## src/rtl/dmem_arbiter.sv

```systemverilog
// dmem_arbiter: two-port data memory arbiter with locked bursts; DMEM_ARB_ROUND_ROBIN_EN selects round-robin IDLE arbitration
module dmem_arbiter #(
  parameter int ADDR_WIDTH = 8,
  parameter int DATA_WIDTH = 32,
  parameter int MAX_BURST  = 4
) (
  input  logic                  clk,
  input  logic                  rst,
  input  logic                  p0_req,
  input  logic                  p1_req,
  input  logic                  p0_lock,
  input  logic                  p1_lock,
  input  logic                  p0_we,
  input  logic                  p1_we,
  input  logic [ADDR_WIDTH-1:0] p0_addr,
  input  logic [ADDR_WIDTH-1:0] p1_addr,
  input  logic [DATA_WIDTH-1:0] p0_wdata,
  input  logic [DATA_WIDTH-1:0] p1_wdata,
  output logic                  p0_gnt,
  output logic                  p1_gnt,
  output logic                  p0_rvalid,
  output logic                  p1_rvalid,
  output logic [DATA_WIDTH-1:0] p0_rdata,
  output logic [DATA_WIDTH-1:0] p1_rdata,
  output logic                  core_stall,
  output logic [1:0]            owner,
  output logic                  mem_we,
  output logic [ADDR_WIDTH-1:0] mem_addr,
  output logic [DATA_WIDTH-1:0] mem_wdata,
  input  logic [DATA_WIDTH-1:0] mem_rdata
);
  localparam int CW = $clog2(MAX_BURST) + 1;
  typedef enum logic [1:0] {IDLE = 2'b00, OWN0 = 2'b01, OWN1 = 2'b10} state_t;
  state_t                state_q, state_d;
  logic [CW-1:0]         burst_cnt_q, burst_cnt_d, cnt_inc;
  logic                  last_gnt_q, last_gnt_d;
  logic                  p0_rvalid_q, p0_rvalid_d, p1_rvalid_q, p1_rvalid_d;
  logic [DATA_WIDTH-1:0] p0_rdata_q, p0_rdata_d, p1_rdata_q, p1_rdata_d;
  logic                  pick1, g0, g1, gnt, lock, keep;
  // grant decision, memory steering and next-state computation; grants are gated by reset
  always_comb begin
`ifdef DMEM_ARB_ROUND_ROBIN_EN
    pick1 = ~last_gnt_q;
`else
    pick1 = 1'b0;
`endif
    g0 = rst & ((state_q == IDLE) ? p0_req & (~p1_req | ~pick1) : (state_q == OWN0) & p0_req);
    g1 = rst & ((state_q == IDLE) ? p1_req & (~p0_req | pick1) : (state_q == OWN1) & p1_req);
    gnt = g0 | g1;
    lock = g1 ? p1_lock : p0_lock;
    cnt_inc = (state_q == IDLE) ? CW'(1) : burst_cnt_q + CW'(1);
    keep = gnt & lock & (cnt_inc < CW'(MAX_BURST));
    state_d = keep ? (g1 ? OWN1 : OWN0) : IDLE;
    burst_cnt_d = keep ? cnt_inc : '0;
    last_gnt_d = gnt ? g1 : last_gnt_q;
    mem_we = gnt & (g1 ? p1_we : p0_we);
    mem_addr = g1 ? p1_addr : p0_addr;
    mem_wdata = g1 ? p1_wdata : p0_wdata;
    p0_rvalid_d = g0 & ~p0_we;
    p1_rvalid_d = g1 & ~p1_we;
    p0_rdata_d = p0_rvalid_d ? mem_rdata : p0_rdata_q;
    p1_rdata_d = p1_rvalid_d ? mem_rdata : p1_rdata_q;
  end
  // ownership FSM, burst counter, round-robin history and registered read return
  always_ff @(posedge clk or negedge rst) begin
    if (!rst) begin
      state_q     <= IDLE;
      burst_cnt_q <= '0;
      last_gnt_q  <= 1'b1;
      p0_rvalid_q <= 1'b0;
      p1_rvalid_q <= 1'b0;
      p0_rdata_q  <= '0;
      p1_rdata_q  <= '0;
    end else begin
      state_q     <= state_d;
      burst_cnt_q <= burst_cnt_d;
      last_gnt_q  <= last_gnt_d;
      p0_rvalid_q <= p0_rvalid_d;
      p1_rvalid_q <= p1_rvalid_d;
      p0_rdata_q  <= p0_rdata_d;
      p1_rdata_q  <= p1_rdata_d;
    end
  end
  assign p0_gnt     = g0;
  assign p1_gnt     = g1;
  assign core_stall = p0_req & ~g0;
  assign owner      = state_q;
  assign p0_rvalid  = p0_rvalid_q;
  assign p1_rvalid  = p1_rvalid_q;
  assign p0_rdata   = p0_rdata_q;
  assign p1_rdata   = p1_rdata_q;
endmodule

```

## config.mk

```make
export PLATFORM = sky130hd
export DESIGN_NAME = dmem_arbiter
export DESIGN_NICKNAME = d
export VERILOG_FILES = /design/src/rtl/dmem_arbiter.sv
export SDC_FILE = /design/constraint.sdc
export NUM_CORES = 1
export LEC_CHECK = 0
export ABC_AREA = 1
export BUFFER_PORTS_ARGS = -buffer_cell sky130_fd_sc_hd__buf_2
export CORE_MARGIN = 3
export CORE_UTILIZATION = 44
export DETAILED_ROUTE_END_ITERATION = 10
export GPL_TIMING_DRIVEN = 0
export PLACE_DENSITY = 0.93
export SYNTH_ARGS = -nofsm -noshare
export SYNTH_HDL_FRONTEND = slang
export SYNTH_SLANG_ARGS = --single-unit
```

## constraint.sdc

```tcl
create_clock -name clk -period 3.66 [get_ports clk]
set_input_delay 0.549 -clock clk [delete_from_list [all_inputs] [get_ports clk]]
set_output_delay 0.549 -clock clk [all_outputs]
set_load 0.03 [all_outputs]
```

* Word-level counts from Yosys, hierarchy flattened
Cells that the tools add are included.
** Storage, ports and cells
- Flip-flop bits (word level) :: 71
- Input bits :: 120
- Output and inout bits :: 112
- Word-level logic and storage cells :: 37
** Operators by class
- $add $sub $neg :: 1
- Order comparisons :: 1
- Equality and inequality tests :: 2
- Multiplexer cells :: 10
- Bitwise gates (word level) :: 16
- Reduce and logical (&&, ||, !) cells :: 1
** Operator list (count)
- $mux 32 :: 1
- $and 1x1->1 :: 11
- $mux 8 :: 1
- $mux 3 :: 2
- $mux 1 :: 4
- $mux 2 :: 2
- $not 1->1 :: 4
- $add 3x1->3 const B :: 1
- $lt 3x3->1 const B :: 1
- $eq 2x1->1 const B :: 1
- $eq 2x2->1 const B :: 1
- $logic_not 2->1 :: 1
- $or 1x1->1 :: 1

* Logic depth before layout (Yosys ltp)
Gate-level depths: netlist (run 1).
- Depth in word-level cells :: 8
- Depth in mapped cells :: 9
- Gate-level depth less buffers :: 7

* Worst setup path after synthesis (run 1)
Ideal clock, no wire load.
- Path kind :: flip-flop to output port
- Start :: register state_q[1], in the netlist owner[1]
- End :: output port mem_wdata[12]
- Data arrival time :: 1449 ps
- Data required time :: 3111 ps
- Slack :: 1662 ps
- Stages on the path, launching flop included :: 8
- Path buffers :: 1
- Path through :: dfrtp_1 > inv_2 > nand2_2 > nand3_4 > inv_2 > buf_2 > nand2_1 > nand2_1
** On the way
- Word-level cells in the longest chain between the ends :: 5
** RTL lines
- start: declaration :: RTL line 34 : state_t state_q, state_d;
- start signal: assignment :: RTL line 75 : state_q <= state_d;
- $eq 2x2->1 :: RTL line 48 : g1 = rst & ((state_q == IDLE) ? p1_req & (~p0_req | pick1) : (state_q == OWN1) & p1_req);
- $and 1x1->1 :: RTL line 48
- $mux 1 * :: RTL line 48
- $and 1x1->1 * :: RTL line 48
- named net p1_gnt :: RTL line 20 : output logic p1_gnt,
- $mux 32 * :: RTL line 58 : mem_wdata = g1 ? p1_wdata : p0_wdata;
- end: declaration :: RTL line 29 : output logic [DATA_WIDTH-1:0] mem_wdata,
Mark *: on every way through the listed nets, which the timed path passes. The rest lies on a longest branch.

* Worst setup path in the final report (run 1)
- Start :: input port rst
- End :: output port mem_wdata[28]
** On the way
- Word-level cells in the longest chain between the ends :: 2
** RTL lines
- start: declaration :: RTL line 8 : input logic rst,
- $and 1x1->1 :: RTL line 48
- $mux 32 :: RTL line 58
Every way passes these cells.

==> metrics.json, run 1 <==
{
  "worst_hold_path_type": {"value": "in -> async"},
  "yosysMostFrequentCell": {"value": "sky130_fd_sc_hd__nand2_1"},
  "dpl_worst_slack": {"value": 712.6, "unit": "ps"},
  "cts-root-to-sink-buffers": {"value": 2},
  "synthesis.area": {"value": 3279, "unit": "um2"},
  "post-dp-hpwl": {"value": 8560, "unit": "um"},
  "floorplan.initialDensity": {"value": 46.72, "unit": "%"},
  "number_of_clock_sinks": {"value": 71},
  "max_clock_freq": {"value": 0.3444, "unit": "GHz"},
  "first_global_vias": {"value": 3562},
  "number_of_remaining_drc_errors": {"value": 0},
  "yosys.area.top_type": {"value": "sky130_fd_sc_hd__dfrtp_1"},
  "fillCellCount": {"value": 570},
  "totalNegativeSetupSlack": {"value": 0, "unit": "ps"},
  "tritoncts": {"value": "built"},
  "ctsRootBufferMaster": {"value": "sky130_fd_sc_hd__clkbuf_8"},
  "synth_nets": {"value": 536},
  "worst-r2r-cell-count": {"value": 7},
  "global_route.overflow_total": {"value": 0},
  "max-cap-violations": {"value": 0},
  "first_pass_iters": {"value": 4},
  "grt_first_pass_wirelength": {"value": 17050, "unit": "um"},
  "synth.cells.most_frequent": {"value": "sky130_fd_sc_hd__nand2_1, sky130_fd_sc_hd__dfrtp_1, sky130_fd_sc_hd__o21ai_1"},
  "cp_data_arrival_time": {"value": 2350, "unit": "ps"},
  "max-slew-margin-rel": {"value": 40.31, "unit": "%"},
  "yosysWarnings": {"value": 0},
  "number_of_antenna_violations_at_the_first_check_in_global_routing": {"value": 1},
  "netlist.area_leader.share": {"value": 54.18, "unit": "%"},
  "cts.hold.buffers_added": {"value": 0},
  "area_growth_syn_to_layout": {"value": 46.36, "unit": "%"},
  "totalPowerFinal": {"value": 2.627, "unit": "mW"},
  "skew": {"value": 6.248, "unit": "ps"},
  "cts_resizes": {"value": 0},
  "status": {"value": "finished clean"},
  "critical_path_class": {"value": "in -> out"},
  "hold_viol": {"value": 0},
  "pwr_density_cell": {"value": 547.3, "unit": "nW/um2"},
  "maximum_number_of_pins_on_one_net_before_global_route_repair": {"value": 75},
  "power.leakage": {"value": 2.981, "unit": "nW"},
  "gp_congestion": {"value": 0.8732},
  "core": {"value": 7019, "unit": "um2"},
  "cts_made_buffers": {"value": 9},
  "share_of_synthesized_area_occupied_by_flip_flops_and_latches": {"value": 54.18, "unit": "%"},
  "setup_ws": {"value": 756.7, "unit": "ps"},
  "die-area": {"value": 8525, "unit": "um2"},
  "io-pin-count": {"value": 232},
  "finalCoreUtilization": {"value": 68.38, "unit": "%"},
  "post_drt_wl_per_cell": {"value": 14.21, "unit": "um"},
  "worstReg2RegEnd": {"value": "p1_rdata[26]"},
  "worst_setup_hold_path_clk_slew": {"value": 80, "unit": "ps"},
  "multi_input_area": {"value": 1197, "unit": "um2"},
  "fin_crit_sh": {"value": 79.32, "unit": "%"},
  "timing.critical_path.from": {"value": "rst"},
  "syn-instance-count": {"value": 415},
  "gr-usage-all-layers": {"value": 25.25, "unit": "%"},
  "startpoint_type": {"value": "primary input"},
  "routed-via-count": {"value": 3623},
  "viasPerCell": {"value": 4.767},
  "register_area": {"value": 1777, "unit": "um2"},
  "critical_path.max_fanout": {"value": 74},
  "rsz0062_at_grt": {"value": "false"},
  "number_of_flip_flops_and_latches_in_the_synthesized_netlist": {"value": 71},
  "finish.net_count": {"value": 778},
  "layout-drive-gt1-share": {"value": 42.15, "unit": "%"},
  "post_synth_arst_share": {"value": 100.0, "unit": "%"},
  "placementRows": {"value": 30},
  "worstSetupEndpointType": {"value": "primary output"},
  "timing.final.setup_violations": {"value": 0},
  "ant_nets": {"value": 0},
  "insertion_delay": {"value": 330, "unit": "ps"},
  "postSynth.topFlopCell": {"value": "sky130_fd_sc_hd__dfrtp_1"},
  "worstSetupEndpoint": {"value": "mem_wdata[28]"},
  "die_height": {"value": 92.33, "unit": "um"},
  "synth_cell_types": {"value": 17},
  "place.port_buffers": {"value": 231},
  "drv_slew": {"value": 0},
  "die-width": {"value": 92.33, "unit": "um"},
  "dr.first_iter.drc_count": {"value": 165},
  "cp_data_required_time": {"value": 3110, "unit": "ps"},
  "synth.avg_cell_area": {"value": 7.902, "unit": "um2"},
  "synth_edf_count": {"value": 0},
  "worst_margin_pin_slew": {"value": 895.3, "unit": "ps"},
  "postCtsSetupRepairBufs": {"value": 0},
  "timing.reg2reg.setup_slack": {"value": 2110, "unit": "ps"},
  "htree_levels": {"value": 3},
  "regToRegStartpoint": {"value": "owner[1]"},
  "post-route-min-period": {"value": 2903, "unit": "ps"},
  "postRouteWirelength": {"value": 10800, "unit": "um"},
  "synth.top_cells.by_area": {"value": "sky130_fd_sc_hd__dfrtp_1, sky130_fd_sc_hd__nand2_1, sky130_fd_sc_hd__o21ai_1"},
  "max-vdd-ir-drop": {"value": 0.2339, "unit": "mV"}
}
-- per-layer routing --
metal	GRT usage [%]	vias to the layer above	routed length [um]	part of all wire, %
met2	43.08	183	5474	51
met5	0	-	0	0
met1	31.23	1659	4204	39
met4	10.64	0	310	2.9
met3	4.874	24	809	7.5
li1	-	1757	-	-
-- area by class of cell --
cell class	count	share of cell area, %
sequential	71	37.02
tap	96	2.503
antenna	2	0.1043
inverter	44	3.441
multi-input combinational	278	24.95
clock buffer	10	2.659
timing repair buffer	231	24.14
buffer	22	2.920
clock inverter	6	2.268
-- metrics by stage --
step	instances	instance area, um2	hold slack, ps
after global placement	742	4556	459.4
final	760	4800	344.0
after detailed placement	742	4558	464.0
after global routing	759	4797	398.5
after CTS	758	4795	367.4
after floorplan	415	3279	253.4
-- worst max-delay path, stage by stage --
cell	delay [ps]
sky130_fd_sc_hd__buf_4	670
sky130_fd_sc_hd__nand2_1	150
sky130_fd_sc_hd__inv_2	110
sky130_fd_sc_hd__nand3_4	100
sky130_fd_sc_hd__inv_2	140
sky130_fd_sc_hd__buf_2	220
sky130_fd_sc_hd__nand2_1	70
sky130_fd_sc_hd__nand2_1	100
sky130_fd_sc_hd__buf_2	210
-- flip-flops by register name, indices dropped and copies added, names as in the netlist --
register     cells
p0_rdata        32
p1_rdata        32
burst_cnt_q      3
owner            2
p0_rvalid        1
p1_rvalid        1
-- power breakdown --
group          internal (mW)  switching [mW]  total, mW
sequential             0.925          0.0763       1.00
combinational          0.265           0.621      0.886
clock                  0.452           0.287      0.739
total                   1.64           0.984       2.63
-- layout by cell type (no fill, tap or decap), drive strengths merged --
master	netlist	layout
nand4	1	1
clkinv	0	3
clkbuf	6	16
o21ai	66	66
nor2	10	10
buf	16	247
o21a	1	1
inv	44	44
dfrtp	71	71
diode	0	2
nand3	1	1
conb	1	1
bufinv	0	3
nand2	197	197
ha	1	1
-- cells by family after synthesis --
kind of cell    Yosys count  synth area share, %
compound gates           67                11.45
fa+ha+maj                 1               0.3815
buf+inv                  66                9.309
flops                    71                54.18
other cells               1               0.1144
simple gates            209                24.57
-- worst min-delay path by stage --
stage,end,from,cells after the start
after floorplan,burst_cnt_q[0],rst,0
after global placement,p1_rdata[12],p1_rdata[12],2
after detailed placement,p1_rdata[13],p1_rdata[13],2
after CTS,p0_rdata[10],rst,1
after global routing,p0_rdata[6],rst,1
final,p1_rdata[6],rst,1
Note: power is estimated with default switching activity, not from simulation.
==> inputs of run 2 (changes only) <==
CORE_UTILIZATION = 37   (was 44)
PLACE_DENSITY = 0.84   (was 0.93)
clock period = 2.3 ns   (was 3.66 ns; I/O delays follow)
==> run 2 against run 1 <==
Net effect:
- the flow now finishes with violations (negative hold slack)
- routed wire length decreased by 3.7%
- hold slack worse by 450 ps
- clock power increased by 37%
- clock-buffer cell count stayed put
- first-iteration DRC count decreased by 33%
- sequential cell count unchanged
- die area grew 18%
- design area about the same
==> metrics.json, run 2 (same netlist as run 1, synthesis figures left out) <==
{
  "cts_made_buffers": {"value": 9, "change": "unchanged"},
  "finish.net_count": {"value": 778, "change": "unchanged"},
  "worst_hold_path_type": {"value": "in -> async"},
  "regToRegStartpoint": {"value": "owner[1]"},
  "gp_congestion": {"value": 0.7911, "change": "-9.4%"},
  "die_height": {"value": 100.1, "unit": "um", "change": "+8.5%"},
  "timing.reg2reg.setup_slack": {"value": 760, "unit": "ps", "change": "-1350 ps"},
  "layout.cells.most_common_list": {"value": "sky130_fd_sc_hd__buf_2, sky130_fd_sc_hd__nand2_1, sky130_fd_sc_hd__dfrtp_1, sky130_fd_sc_hd__o21ai_1, sky130_fd_sc_hd__inv_1"},
  "skew": {"value": 12.21, "unit": "ps", "change": "+5.957 ps"},
  "htree_levels": {"value": 3, "change": "unchanged"},
  "violations": {"value": "negative hold slack"},
  "place_inst": {"value": 751, "change": "+1.2%"},
  "max-slew-margin-rel": {"value": 61.21, "unit": "%", "change": "+21 points"},
  "post-route-min-period": {"value": 2136, "unit": "ps"},
  "floorplan.initialDensity": {"value": 38.93, "unit": "%", "change": "-7.8 points"},
  "place.port_buffers": {"value": 231, "change": "unchanged"},
  "cp_data_required_time": {"value": 1960, "unit": "ps", "change": "-1150 ps"},
  "routed-via-count": {"value": 3533, "change": "-2.5%"},
  "timing.critical_path.from": {"value": "owner[0]"},
  "worst_margin_pin_slew": {"value": 581.8, "unit": "ps", "change": "-313.5 ps"},
  "layout-drive-gt1-share": {"value": 42.45, "unit": "%", "change": "+0.30 points"},
  "core": {"value": 8423, "unit": "um2", "change": "+20%"},
  "viasPerCell": {"value": 4.606, "change": "-3.4%"},
  "worstReg2RegEnd": {"value": "p1_rdata[0]"},
  "worstSetupEndpointType": {"value": "primary output"},
  "drv_slew": {"value": 0, "change": "unchanged"},
  "max_clock_freq": {"value": 0.4682, "unit": "GHz"},
  "first_global_vias": {"value": 3494, "change": "-1.9%"},
  "maximum_number_of_pins_on_one_net_before_global_route_repair": {"value": 75, "change": "unchanged"},
  "worst-r2r-cell-count": {"value": 7, "change": "unchanged"},
  "first_pass_iters": {"value": 4, "change": "unchanged"},
  "die-width": {"value": 100.1, "unit": "um", "change": "+8.5%"},
  "max-cap-violations": {"value": 0, "change": "unchanged"},
  "worst_setup_hold_path_clk_slew": {"value": 80, "unit": "ps", "change": "about the same"},
  "grt_first_pass_wirelength": {"value": 16480, "unit": "um", "change": "-3.3%"},
  "hold_slack": {"value": -109.3, "unit": "ps", "change": "-453.3 ps"},
  "fin_crit_sh": {"value": 92.87, "unit": "%"},
  "gr-usage-all-layers": {"value": 20.62, "unit": "%", "change": "-4.6 points"},
  "ant_nets": {"value": 0, "change": "unchanged"},
  "most_common_cell_after_layout_fill_and_taps_aside": {"value": "sky130_fd_sc_hd__buf_2"},
  "hold_viol": {"value": 71, "change": "+71"},
  "insertion_delay": {"value": 340, "unit": "ps", "change": "about the same"},
  "final_area": {"value": 4798, "unit": "um2", "change": "about the same"},
  "startpoint_type": {"value": "flop"},
  "die-area": {"value": 10030, "unit": "um2", "change": "+18%"},
  "io-pin-count": {"value": 232, "change": "unchanged"},
  "status": {"value": "finished, violations left"},
  "post-dp-hpwl": {"value": 8275, "unit": "um", "change": "-3.3%"},
  "critical_path.max_fanout": {"value": 10, "change": "-86%"},
  "number_of_remaining_drc_errors": {"value": 0, "change": "unchanged"},
  "tritoncts": {"value": "built"},
  "postRouteWirelength": {"value": 10400, "unit": "um", "change": "-3.7%"},
  "number_of_antenna_violations_at_the_first_check_in_global_routing": {"value": 0, "change": "-1"},
  "finalNonFillerCells": {"value": 767, "change": "+0.92%"},
  "ctsRootBufferMaster": {"value": "sky130_fd_sc_hd__clkbuf_8"},
  "timing.final.setup_violations": {"value": 0, "change": "unchanged"},
  "num_antenna_cells": {"value": 0, "change": "-2"},
  "global_route.overflow_total": {"value": 0, "change": "unchanged"},
  "post_drt_wl_per_cell": {"value": 13.56, "unit": "um", "change": "-4.6%"},
  "number_of_clock_sinks": {"value": 71, "change": "unchanged"},
  "power.leakage": {"value": 2.970, "unit": "nW", "change": "-0.38%"},
  "placed_cell_area": {"value": 4569, "unit": "um2", "change": "+0.25%"},
  "dr.first_iter.drc_count": {"value": 111, "change": "-33%"},
  "critical_path_class": {"value": "reg -> out"},
  "placementRows": {"value": 33, "change": "+10%"},
  "cts-root-to-sink-buffers": {"value": 2, "change": "unchanged"},
  "max-vdd-ir-drop": {"value": 0.5396, "unit": "mV", "change": "+130%"},
  "pwr_density_cell": {"value": 836.5, "unit": "nW/um2", "change": "+53%"},
  "area_growth_syn_to_layout": {"value": 46.32, "unit": "%", "change": "about the same"},
  "rsz0062_at_grt": {"value": "false"},
  "cp_data_arrival_time": {"value": 1790, "unit": "ps", "change": "-560 ps"}
}
run 2: area by class of cell:
cell class / count / area, um2
tap: 105 / 131.4
inverter: 44 / 165.2
timing repair buffer: 231 / 1179
clock buffer: 10 / 137.6
fill: 779 / 3625
clock inverter: 6 / 67.56
buffer: 22 / 143.9
multi-input combinational: 278 / 1197
sequential: 71 / 1777
run 2: what timing repair did:
action                                 4_1_cts  5_1_grt
setup buffers                                0        0
endpoints found under the hold margin       71       71
cloned                                       0        0
setup endpoints to repair                   42       39
resized for setup                            2        5
pin swaps                                    0        0
run 2: worst max-delay path, cell delays in order (launching register included):
cell and delay, ps:
sky130_fd_sc_hd__dfrtp_1 410, sky130_fd_sc_hd__inv_1 140, sky130_fd_sc_hd__nand3_4 130, sky130_fd_sc_hd__inv_2 150, sky130_fd_sc_hd__clkbuf_4 220, sky130_fd_sc_hd__nand2_1 60
sky130_fd_sc_hd__nand2_1 120, sky130_fd_sc_hd__buf_2 220
run 2: routing by layer:
layer / wire [um] / vias up / part of all wire, % / track usage (%)
li1: - / 1747 / - / -
met1: 4285 / 1631 / 41 / 26.45
met2: 5167 / 141 / 50 / 34.35
met3: 801 / 14 / 7.7 / 6.115
met4: 142 / 0 / 1.4 / 4.974
met5: 0 / - / 0 / 0
run 2: metrics by stage:
stage,hold slack (ps),power (mW),setup slack [ps],utilization (%),setup TNS [ps]
floorplan,49.41,2.507,506.0,-,0
global placement,461.2,2.990,-795.9,54.22,-55380
detailed placement,469.6,3.029,-311.6,54.25,-9919
CTS,-25.79,4.050,20.97,56.77,0
global route,-105.2,4.244,12.31,56.97,0
finish,-109.3,4.014,164.0,56.97,0
run 2: power by group:
part	switching, mW	total (mW)	internal (mW)	leakage [nW]
Sequential	0.124	1.60	1.47	0.896
Clock	0.479	1.01	0.534	0.0989
Combinational	0.978	1.40	0.427	1.98
run 2: worst max path at each step:
stage	endpoint	cells past startpoint
after floorplan	mem_wdata[12]	7
after global placement	mem_addr[6]	9
after detailed placement	mem_addr[6]	9
after CTS	mem_addr[6]	9
after global routing	mem_addr[6]	7
final	mem_addr[6]	7
==> inputs of run 3 (changes only) <==
--- a/config.mk
+++ b/config.mk
@@ -13,2 +13,4 @@
 export GPL_TIMING_DRIVEN = 0
+export HOLD_SLACK_MARGIN = 0.08
+export MAX_ROUTING_LAYER = met4
 export PLACE_DENSITY = 0.84
==> constraint.sdc (replaced) <==
create_clock -name clk -period 2.3 [get_ports clk]
set_input_delay 0.115 -clock clk [delete_from_list [all_inputs] [get_ports clk]]
set_output_delay 0.115 -clock clk [all_outputs]
set_load 0.03 [all_outputs]
==> run 3 against run 2 <==
Net effect:
- the flow still finishes with violations (negative hold slack)
- hold slack got worse by 97 ps
- register-to-register slack is essentially flat
- routed wire length is 4.6% higher
- cell count up 4.3%
- largest power group unchanged
==> metrics.json, run 3 (same netlist as run 1, synthesis figures left out) <==
{
  "finish.net_count": {"value": 811, "change": "+4.2%"},
  "regToRegStartpoint": {"value": "owner[1]"},
  "post-route-min-period": {"value": 1925, "unit": "ps", "change": "-211.0 ps"},
  "power_frac_comb": {"value": 35.8, "unit": "%", "change": "+0.8 points"},
  "max-slew-margin-rel": {"value": 57.30, "unit": "%", "change": "-3.9 points"},
  "critical_path.max_fanout": {"value": 10, "change": "unchanged"},
  "critical_path_class": {"value": "reg -> out"},
  "layout.cells.most_common_list": {"value": "sky130_fd_sc_hd__buf_2, sky130_fd_sc_hd__nand2_1, sky130_fd_sc_hd__dfrtp_1, sky130_fd_sc_hd__o21ai_1, sky130_fd_sc_hd__inv_1"},
  "timing.critical_path.from": {"value": "owner[0]"},
  "startpoint_type": {"value": "flop"},
  "cp_data_required_time": {"value": 2180, "unit": "ps", "change": "+220 ps"},
  "place.port_buffers": {"value": 231, "change": "unchanged"},
  "totalNegativeSetupSlack": {"value": 0, "unit": "ps", "change": "unchanged"},
  "worst_setup_hold_path_clk_slew": {"value": 80, "unit": "ps", "change": "about the same"},
  "p_clk_share": {"value": 24.8, "unit": "%", "change": "-0.4 points"},
  "number_of_remaining_drc_errors": {"value": 0, "change": "unchanged"},
  "worstSetupEndpointType": {"value": "primary output"},
  "die-width": {"value": 100.1, "unit": "um", "change": "unchanged"},
  "cts.hold.buffers_added": {"value": 33},
  "cts-root-to-sink-buffers": {"value": 2, "change": "unchanged"},
  "dr.first_iter.drc_count": {"value": 98, "change": "-12%"},
  "drv_slew": {"value": 0, "change": "unchanged"},
  "finalCoreUtilization": {"value": 60.65, "unit": "%", "change": "+3.7 points"},
  "maximum_number_of_pins_on_one_net_before_global_route_repair": {"value": 75, "change": "unchanged"},
  "power.leakage": {"value": 3.099, "unit": "nW", "change": "+4.3%"},
  "grt_first_pass_wirelength": {"value": 17220, "unit": "um", "change": "+4.4%"},
  "first_pass_iters": {"value": 4, "change": "unchanged"},
  "num_antenna_cells": {"value": 0, "change": "unchanged"},
  "layout-drive-gt1-share": {"value": 40.29, "unit": "%", "change": "-2.2 points"},
  "gr-usage-all-layers": {"value": 22.08, "unit": "%", "change": "+1.5 points"},
  "htree_levels": {"value": 3, "change": "unchanged"},
  "status": {"value": "finished, violations left"},
  "cts_made_buffers": {"value": 9, "change": "unchanged"},
  "floorplan.initialDensity": {"value": 38.93, "unit": "%", "change": "unchanged"},
  "cell_internal_pwr": {"value": 2.465, "unit": "mW", "change": "+1.3%"},
  "gp_congestion": {"value": 0.8022, "change": "+1.4%"},
  "most_common_cell_after_layout_fill_and_taps_aside": {"value": "sky130_fd_sc_hd__buf_2"},
  "max-vdd-ir-drop": {"value": 0.5362, "unit": "mV", "change": "-0.63%"},
  "tritoncts": {"value": "built"},
  "cp_data_arrival_time": {"value": 1810, "unit": "ps", "change": "+20 ps"},
  "fillCellCount": {"value": 740, "change": "-5.0%"},
  "skew": {"value": 10.15, "unit": "ps", "change": "-2.057 ps"},
  "rsz0062_at_grt": {"value": "false"},
  "die-area": {"value": 10030, "unit": "um2", "change": "unchanged"},
  "first_global_vias": {"value": 3698, "change": "+5.8%"},
  "number_of_antenna_violations_at_the_first_check_in_global_routing": {"value": 0, "change": "unchanged"},
  "netSwitchingFraction": {"value": 39.12, "unit": "%", "change": "-0.27 points"},
  "timing.final.setup_violations": {"value": 0, "change": "unchanged"},
  "p_sw": {"value": 1.584, "unit": "mW", "change": "+0.21%"},
  "die_height": {"value": 100.1, "unit": "um", "change": "unchanged"},
  "viasPerCell": {"value": 4.653, "change": "+1.0%"},
  "postRouteWirelength": {"value": 10880, "unit": "um", "change": "+4.6%"},
  "number_of_clock_sinks": {"value": 71, "change": "unchanged"},
  "multi_input_area": {"value": 1197, "unit": "um2", "change": "unchanged"},
  "violations": {"value": "negative hold slack"},
  "hold_viol": {"value": 71, "change": "unchanged"},
  "post_drt_wl_per_cell": {"value": 13.60, "unit": "um", "change": "+0.31%"},
  "register_area": {"value": 1777, "unit": "um2", "change": "unchanged"},
  "pwr_density_cell": {"value": 792.8, "unit": "nW/um2", "change": "-5.2%"},
  "max_clock_freq": {"value": 0.5195, "unit": "GHz", "change": "+11%"},
  "hold_slack": {"value": -206.3, "unit": "ps", "change": "-97.04 ps"},
  "ctsRootBufferMaster": {"value": "sky130_fd_sc_hd__clkbuf_8"},
  "insertion_delay": {"value": 330, "unit": "ps", "change": "about the same"},
  "core": {"value": 8423, "unit": "um2", "change": "unchanged"},
  "global_route.overflow_total": {"value": 0, "change": "unchanged"},
  "seq_power_share": {"value": 39.4, "unit": "%", "change": "-0.4 points"},
  "max-cap-violations": {"value": 0, "change": "unchanged"},
  "post-dp-hpwl": {"value": 8275, "unit": "um", "change": "unchanged"},
  "fin_crit_sh": {"value": 83.70, "unit": "%", "change": "-9.2 points"},
  "worst_margin_pin_slew": {"value": 640.4, "unit": "ps", "change": "+58.62 ps"},
  "area_growth_syn_to_layout": {"value": 55.78, "unit": "%"},
  "worst_hold_path_type": {"value": "in -> async"},
  "postCtsSetupRepairBufs": {"value": 0, "change": "unchanged"},
  "placementRows": {"value": 33, "change": "unchanged"},
  "io-pin-count": {"value": 232, "change": "unchanged"},
  "routed-via-count": {"value": 3722, "change": "+5.3%"},
  "ant_nets": {"value": 0, "change": "unchanged"}
}
==> run 3: changes by cell type in the layout (fill, tap and decap cells not counted), sizes merged <==
cell and delta:
clkbuf -1, buf +1, dlygate4sd3 +33
==> run 3: final timing paths <==
| kind | to | slack, ps | cells after the start |
|---|---|---|---|
| min in group clk | owner[1] | 150 | 4 |
| setup / recovery | mem_addr[6] | 370 | 7 |
| hold reg to reg | p0_rdata[12] | 490 | 2 |
| setup reg to reg | p1_rdata[0] | 760 | 7 |
| max in group asynchronous | burst_cnt_q[0] | 2070 | 1 |
| hold / removal | p1_rdata[8] | -210 | 1 |
==> run 3: per-layer routing <==
layer	up-vias	share of wire, %	GRT usage, %
li1	1817	-	-
met1	1720	40	26.86
met2	168	51	36.70
met3	17	7.7	5.490
met4	0	1.5	6.010
met5	-	0	-
==> run 3: layout make-up <==
type	count	share of cell area (%)
Buffer	22	2.743
Clock buffer	10	2.694
Clock inverter	6	1.323
Inverter	44	3.233
Multi-Input combinational cell	278	23.44
Sequential cell	71	34.78
Tap cell	105	2.572
Timing Repair Buffer	264	29.22
==> run 3: repair_timing <==
action                                 4_1_cts  5_1_grt
endpoints found under the hold margin      136       71
resized for setup                            0        1
setup endpoints to repair                    0       19
==> run 3: power groups by stage <==
stage                     clock, mW  sequential (mW)  combinational (mW)
after CTS                      1.04             1.60                1.46
after detailed placement          0             1.62                1.41
final                          1.00             1.60                1.45
after global routing           1.10             1.62                1.56
after global placement            0             1.61                1.38
after floorplan                   0             2.06               0.445
==> run 3: through the flow <==
step                      setup slack [ps]  total power [mW]  cell area, um2  instances
after global placement              -335.9             2.990            4567        751
after CTS                            153.4             4.092            5105        800
after global routing                 173.8             4.281            5109        800
after detailed placement             148.4             3.029            4569        751
final                                375.0             4.050            5109        800
after floorplan                      736.0             2.507            3279        415
==> run 3: worst max-delay path, cell delays in order (launching register included) <==
cell and delay [ps]:
sky130_fd_sc_hd__dfrtp_1 410, sky130_fd_sc_hd__inv_1 140, sky130_fd_sc_hd__nand3_4 130, sky130_fd_sc_hd__inv_2 160, sky130_fd_sc_hd__buf_2 240, sky130_fd_sc_hd__nand2_1 70
sky130_fd_sc_hd__nand2_1 130, sky130_fd_sc_hd__buf_2 220
